===== src/rtl/fb_pattern_writer.sv =====
// Framebuffer pattern generator: walks the frame in raster order on a start pulse
// and issues (address, colour) write requests under a ready/stall handshake.
module fb_pattern_writer #(
  parameter int H_RES      = 640,
  parameter int V_RES      = 480,
  parameter int COLOR_W    = 6,
  parameter int ADDR_W     = 20,
  parameter int BAR_LOG2   = 6,
  parameter int CHECK_LOG2 = 5
) (
  input  logic               clk,
  input  logic               rst_n,
  input  logic               start,
  input  logic [1:0]         mode,
  input  logic [COLOR_W-1:0] color_a,
  input  logic [COLOR_W-1:0] color_b,
  input  logic [10:0]        px,
  input  logic [10:0]        py,
  input  logic               fb_ready,
  output logic               fb_we,
  output logic [ADDR_W-1:0]  fb_addr,
  output logic [COLOR_W-1:0] fb_data,
  output logic               busy,
  output logic               done
);

  typedef enum logic [1:0] {
    IDLE = 2'd0,
    RUN  = 2'd1,
    FIN  = 2'd2
  } state_t;

  localparam logic [1:0]  MODE_SOLID = 2'd0;
  localparam logic [1:0]  MODE_BARS  = 2'd1;
  localparam logic [1:0]  MODE_CHECK = 2'd2;
  localparam logic [1:0]  MODE_PIXEL = 2'd3;
  localparam logic [10:0] X_LAST     = 11'(H_RES - 1);
  localparam logic [10:0] Y_LAST     = 11'(V_RES - 1);

  state_t              state, state_d;
  logic [10:0]         x, x_d;
  logic [10:0]         y, y_d;
  logic [1:0]          mode_q, mode_d;
  logic [COLOR_W-1:0]  color_a_q, color_a_d;
  logic [COLOR_W-1:0]  color_b_q, color_b_d;
  logic [10:0]         px_q, px_d;
  logic [10:0]         py_q, py_d;
  logic                fb_we_d;
  logic [ADDR_W-1:0]   fb_addr_d;
  logic [COLOR_W-1:0]  fb_data_d;
  logic                busy_d;
  logic                done_d;
  logic                accept;
  logic                last_pixel;

  function automatic logic [COLOR_W-1:0] pattern_color(
    input logic [1:0]         m,
    input logic [10:0]        cx,
    input logic [10:0]        cy,
    input logic [COLOR_W-1:0] ca,
    input logic [COLOR_W-1:0] cb
  );
    logic pick_b;
    pick_b = 1'b0;
    case (m)
      MODE_BARS:  pick_b = cx[BAR_LOG2];
      MODE_CHECK: pick_b = cx[CHECK_LOG2] ^ cy[CHECK_LOG2];
      default:    pick_b = 1'b0;
    endcase
    return pick_b ? cb : ca;
  endfunction

  // Single multiply used only once per frame, when a single-pixel request is latched.
  function automatic logic [ADDR_W-1:0] pixel_addr(
    input logic [10:0] cx,
    input logic [10:0] cy
  );
    logic [31:0] full;
    full = 32'(cy) * 32'(H_RES) + 32'(cx);
    return full[ADDR_W-1:0];
  endfunction

  function automatic logic pixel_in_frame(
    input logic [10:0] cx,
    input logic [10:0] cy
  );
    return (32'(cx) < 32'(H_RES)) && (32'(cy) < 32'(V_RES));
  endfunction

  assign accept     = fb_we & fb_ready;
  assign last_pixel = (mode_q == MODE_PIXEL) || ((x == X_LAST) && (y == Y_LAST));

  always_comb begin
    state_d   = state;
    x_d       = x;
    y_d       = y;
    mode_d    = mode_q;
    color_a_d = color_a_q;
    color_b_d = color_b_q;
    px_d      = px_q;
    py_d      = py_q;
    fb_we_d   = fb_we;
    fb_addr_d = fb_addr;
    fb_data_d = fb_data;
    busy_d    = busy;
    done_d    = 1'b0;

    case (state)
      IDLE: begin
        if (start) begin
          state_d   = RUN;
          mode_d    = mode;
          color_a_d = color_a;
          color_b_d = color_b;
          px_d      = px;
          py_d      = py;
          x_d       = 11'd0;
          y_d       = 11'd0;
          busy_d    = 1'b1;
          if (mode == MODE_PIXEL) begin
            fb_we_d   = pixel_in_frame(px, py);
            fb_addr_d = pixel_addr(px, py);
          end else begin
            fb_we_d   = 1'b1;
            fb_addr_d = '0;
          end
          fb_data_d = pattern_color(mode, 11'd0, 11'd0, color_a, color_b);
        end
      end

      RUN: begin
        if (!fb_we) begin
          // Only reachable for an out-of-frame single pixel: nothing to write.
          state_d = FIN;
          busy_d  = 1'b0;
          done_d  = 1'b1;
        end else if (accept) begin
          if (last_pixel) begin
            state_d = FIN;
            fb_we_d = 1'b0;
            busy_d  = 1'b0;
            done_d  = 1'b1;
          end else begin
            if (x == X_LAST) begin
              x_d = 11'd0;
              y_d = y + 11'd1;
            end else begin
              x_d = x + 11'd1;
            end
            fb_addr_d = fb_addr + ADDR_W'(1);
            fb_data_d = pattern_color(mode_q, x_d, y_d, color_a_q, color_b_q);
          end
        end
      end

      FIN: begin
        state_d = IDLE;
        x_d     = 11'd0;
        y_d     = 11'd0;
      end

      default: begin
        state_d = IDLE;
      end
    endcase
  end

  // State and output registers.
  always_ff @(posedge clk or negedge rst_n) begin
    if (!rst_n) begin
      state     <= IDLE;
      x         <= 11'd0;
      y         <= 11'd0;
      mode_q    <= MODE_SOLID;
      color_a_q <= '0;
      color_b_q <= '0;
      px_q      <= 11'd0;
      py_q      <= 11'd0;
      fb_we     <= 1'b0;
      fb_addr   <= '0;
      fb_data   <= '0;
      busy      <= 1'b0;
      done      <= 1'b0;
    end else begin
      state     <= state_d;
      x         <= x_d;
      y         <= y_d;
      mode_q    <= mode_d;
      color_a_q <= color_a_d;
      color_b_q <= color_b_d;
      px_q      <= px_d;
      py_q      <= py_d;
      fb_we     <= fb_we_d;
      fb_addr   <= fb_addr_d;
      fb_data   <= fb_data_d;
      busy      <= busy_d;
      done      <= done_d;
    end
  end

endmodule


===== config.mk =====
export PLATFORM = sky130hd
export DESIGN_NAME = fb_pattern_writer
export DESIGN_NICKNAME = d
export VERILOG_FILES = /design/src/rtl/fb_pattern_writer.sv
export SDC_FILE = /design/constraint.sdc
export NUM_CORES = 1
export LEC_CHECK = 0
export CAP_MARGIN = 40
export CORE_UTILIZATION = 55
export CTS_CLUSTER_SIZE = 24
export DETAILED_ROUTE_END_ITERATION = 8
export MAX_ROUTING_LAYER = met4
export PLACE_DENSITY_LB_ADDON = 0.15
export SKIP_CTS_REPAIR_TIMING = 1
export SYNTH_ARGS = -nofsm -noshare
export SYNTH_HDL_FRONTEND = slang
export SYNTH_SLANG_ARGS = --single-unit

===== constraint.sdc =====
create_clock -name clk -period 2.85 [get_ports clk]
set_input_delay 0.285 -clock clk [delete_from_list [all_inputs] [get_ports clk]]
set_output_delay 0.285 -clock clk [all_outputs]
set_load 0.01 [all_outputs]

Word-level counts from Yosys, hierarchy flattened
Index checks and enable logic that the tools add are counted.

cells by class
  shifts and indexed selects = 0
  eq/ne operators = 15
  add/sub/neg operators = 4
  reductions and logical operators = 13
  $mul = 1
  bitwise logic cells = 2
  divide/modulo/power cells = 0
  multiplexer cells = 59
  magnitude comparators = 2

operator list
  cell                                                   number
  2-to-1 mux 11 bit                                      17
  2-to-1 mux 20 bit                                      5
  one-hot mux 11 bit (3 select lines)                    2
  one-hot mux 20 bit (2 select lines)                    1
  2-to-1 mux 6 bit                                       6
  adder 11 x 1 -> 11 bit (second input constant)         2
  adder 20 x 1 -> 20 bit (second input constant)         1
  adder 20 x 11 -> 20 bit                                1
  2-to-1 mux 1 bit                                       19
  multiplier 11 x 3 -> 13 bit (second input constant)    1
  one-hot mux 6 bit (2 select lines)                     1
  == test 11 x 10 -> 1 bit (second input constant)       1
  == test 11 x 9 -> 1 bit (second input constant)        1
  < comparator 11 x 10 -> 1 bit (second input constant)  1
  < comparator 11 x 9 -> 1 bit (second input constant)   1
  != test 2 bit (second input constant)                  5
  AND reduction 5 bit                                    2
  == test 2 bit (second input constant)                  4
  2-to-1 mux 2 bit                                       4
  != test 3 bit (second input constant)                  2
  one-hot mux 1 bit (2 select lines)                     3
  AND reduction 6 bit                                    1
  == test 2 x 1 -> 1 bit (second input constant)         2
  one-hot mux 2 bit (2 select lines)                     1
  other kinds (10)                                       12

storage, ports and cells
  memory bits (read-only) = 0
  output and inout bits = 29
  bits in writable memories = 0
  bits in registers = 67
  latch bits = 0
  bits of input ports = 40
  word-level logic and storage cells = 108
  memories = 0

Longest topological paths before layout
  word-level depth = 18
  mapped depth = 10

Least setup slack after synthesis
OpenSTA, ideal clock, no wires.

  kind = input to register
  from = input py[1]
  to = register fb_addr[18]
  data required time = 2.731 ns
  arrival time = 2.805 ns
  cell stages on the path = 10
  setup time = 0.119 ns
  path buffers = 0
  setup slack = -0.074 ns
  cell sequence = ha_1 ha_1 fa_1 a211o_1 and3_1 o311ai_1 nand4_1 or3_1 a31oi_1 nor2_1

on the way
  longest elaborated chain between the ends = 5

RTL lines
  element                              line  source
  from (decl)                          18    input logic [10:0] py,
  multiplier 11 x 3 -> 13 bit          79    full = 32'(cy) * 32'(H_RES) + 32'(cx);
  adder 20 x 11 -> 20 bit              79
  2-to-1 mux 20 bit                    120   if (mode == MODE_PIXEL) begin
  2-to-1 mux 20 bit                    110   if (start) begin
  one-hot mux 20 bit (2 select lines)  108   case (state)
  to (signal assigned)                 194   fb_addr <= fb_addr_d;
  to (decl)                            21    output logic [ADDR_W-1:0] fb_addr,

Every way passes these cells. The select of a mux whose other input is x is not followed.
A chain may end at the register's enable or synchronous reset.

Worst setup path after layout
  from = input py[6]
  to = register fb_addr[18]

The elaborated chain is that of the path after synthesis.

==> impl_metrics.ini <==
[synth]
dominantRegCellSynth = dfrtp_1
ys_async_sr_fraction_pct = 100
syn_area_per_cell_um2 = 8.57
ys_warn_count = 0
ys_ff_latch = 67
yosysSeqAreaShare_pct = 36.7
synth-edff-count = 0
syn-instance-count = 533
synth_cell_type_count = 63
synthesis.area_um2 = 4570
synth_fp_nets = 603

[drt]
num_vias = 4517
drtIter0Drc = 382
drt-vias-per-instance = 6.05
drc_errors = 0
ant_nets = 0
top_layer_used = met4
wl_met3_um = 681
wirelength_mm = 12.4
wl_per_cell_um = 16.5
wl_met2_mm = 6.24
m1WireLength_mm = 5.14
first_pass_iters = 5

[critical_path]
arrival_ns = 2.96
critPathKind = primary input to flip-flop
worstPathRequired_ns = 3.10
worst_path_max_delay_cell = clkdlybuf4s50_1
crit_family = simple AND/OR/NAND/NOR gates
path_cells = clkdlybuf4s50_1 > buf_4 > ha_1 > ha_4 > or3b_2 > o221a_2 > nand3_1 > nand4_1 > or3_1 > a31oi_1 > nor2_1
startpoint_type = primary input
critPathBufInv = 2
critical_path.endpoint_type = flip-flop
cpPeakStageDelay_ns = 0.45
cp_max_fo = 7

[power_and_ir_drop]
powerDensity_nw_per_um2 = 800
leakage_nw = 2.66
peakVddDrop_uv = 383
power.total_mw = 4.85

[global_route]
globalRouteTotalUtil_pct = 30.4
grt-ovfl-total = 0
grt_max_degree = 59
grt_pass1_vias = 4418
antenna_found_initial = 0
grt_pass1_wl_mm = 20.3

[layout]
fillers = 551
final_common_cell = nand2_1
diodes = 0
area_growth_pct = 32.6
nNetsFinal = 710
drive_above_1_share_pct = 14.7
final_cell_mix = 68 x nand2_1, 67 x dfrtp_1, 62 x clkdlybuf4s50_1, 52 x o21ai_0, 52 x nor2_1
multiInputGateArea_um2 = 2890
seqCellArea_um2 = 1680

[run_status]
status = completed

[sta]
min_period_ns = 2.71
finalHoldViolCount = 0
holdWs_ns = 0.393
slew_violations = 0
max_freq_mhz = 369
finClkSkew_ns = 0.0120
setup_violations = 0
tightest_slew_ns = 0.712
max_slew_margin_pct = 52.5
fin_crit_sh_pct = 95.1

[clock_tree]
clock_sinks = 67
cts_tree = done
clock-root-buffer = clkbuf_8
h-tree-depth = 3
clkSlewWorstSetupHoldPaths_ns = 0.08
clk_latency_ns = 0.35
clk_path_buf_depth = 2
cts_buffers = 9

[flow_run]
maxCapViolCount = 0

[place]
dp_hpwl_mm = 8.86
numPortBuffers = 68
gp_congestion = 0.874

[die]
die_w_um = 93.1
start_util_pct = 57.9
fp-row-count = 32
die_area_um2 = 8670
die_h_um = 93.1
core_um2 = 7890
ioPinCount = 69

[hold_path]
hp-class = primary input to async pin
[power breakdown]
part / leakage [nW] / switching, mW / internal, mW / total (mW)
combinational: 1.68 / 1.26 / 1.06 / 2.32
clock: 0.112 / 0.393 / 0.543 / 0.937
sequential: 0.868 / 0.326 / 1.26 / 1.59
total: 2.66 / 1.98 / 2.87 / 4.85
[state kept, by name, summed over array words and instances, names as in the netlist]
register / flops
fb_data: 6
busy: 1
done: 1
fb_addr: 20
color_b_q: 6
y: 11
state: 2
color_a_q: 6
x: 11
mode_q: 2
fb_we: 1
[final timing paths]
kind / start / end / slack, ns / cells past startpoint
hold reg to reg: color_a_q[2] / color_a_q[2] / 0.48 / 2
setup / recovery: py[6] / fb_addr[18] / 0.14 / 11
hold / removal: rst_n / fb_addr[4] / 0.39 / 3
min in group clk: color_b[1] / color_b_q[1] / 0.45 / 3
setup reg to reg: x[8] / fb_data[3] / 0.42 / 8
max in group asynchronous: rst_n / fb_addr[16] / 1.93 / 4
[per-stage QoR]
stage / utilization, % / setup TNS [ns] / instances / setup WS (ns) / area (um^2)
2_1_floorplan: - / 0 / 533 / 0.00706 / 4580
3_3_place_gp: 71.7 / -1.87 / 729 / -0.469 / 5660
3_5_place_dp: 72.1 / -2.37 / 730 / -0.547 / 5690
4_1_cts: 75.1 / -0.312 / 746 / -0.163 / 5920
5_1_grt: 76.8 / -0.00211 / 747 / -0.00211 / 6060
6_report: 76.8 / 0 / 747 / 0.141 / 6060
[synthesized netlist by cell type (2+ instances only)]
library cell,count,area share [%]
and4_1,2,0.38
or3_1,5,0.68
o211ai_1,3,0.49
nor3_1,11,1.2
a32oi_1,3,0.58
and3_1,15,2.1
a21oi_1,29,3.2
nor3b_1,3,0.49
a211o_1,3,0.58
fa_1,2,0.88
nor2_1,52,4.3
xor2_1,17,3.3
nand3_1,23,2.5
o2111a_1,6,1.5
dfrtp_1,67,37
nand4_1,13,1.8
nor2b_1,4,0.55
inv_1,10,0.82
o31a_1,2,0.38
a221o_1,6,1.3
xnor2_1,12,2.3
nand2b_1,9,1.2
a31oi_1,5,0.68
o21ai_0,53,5.8
o2111ai_1,2,0.38
nor4_1,6,0.82
a211oi_1,2,0.33
o22ai_1,5,0.68
o21a_1,5,0.82
clkbuf_1,19,1.6
a21o_1,5,0.82
a221oi_1,2,0.38
nand2_1,68,5.6
or2_2,5,0.68
ha_1,28,7.7
and2_1,4,0.55
[final cells by class]
| cell class | instances | area share [%] |
|---|---|---|
| inverter | 10 | 0.620 |
| sequential | 67 | 27.7 |
| timing repair buffer | 118 | 17.9 |
| clock inverter | 5 | 1.38 |
| tap | 102 | 2.11 |
| multi-input combinational | 434 | 47.8 |
| clock buffer | 11 | 2.50 |
[cell families after synthesis]
group           share of synthesized area, %
simple gates                            24.9
compound gates                          21.2
mux                                    0.219
xor+xnor                                5.56
buf+inv                                 2.85
fa+ha+maj                               8.55
flops                                   36.7
[tightest hold or removal path, cell delays in order]
cell and delay (ns):
dlygate4sd3_1 0.52, buf_2 0.09, buf_4 0.20
[per-layer routing]
metal | global-route usage (%) | vias up
li1 | - | 2163
met1 | 36.4 | 2157
met2 | 50.7 | 162
met3 | 6.42 | 35
met4 | 11.2 | 0
met5 | - | -
Note: power is estimated with default switching activity, not from simulation.
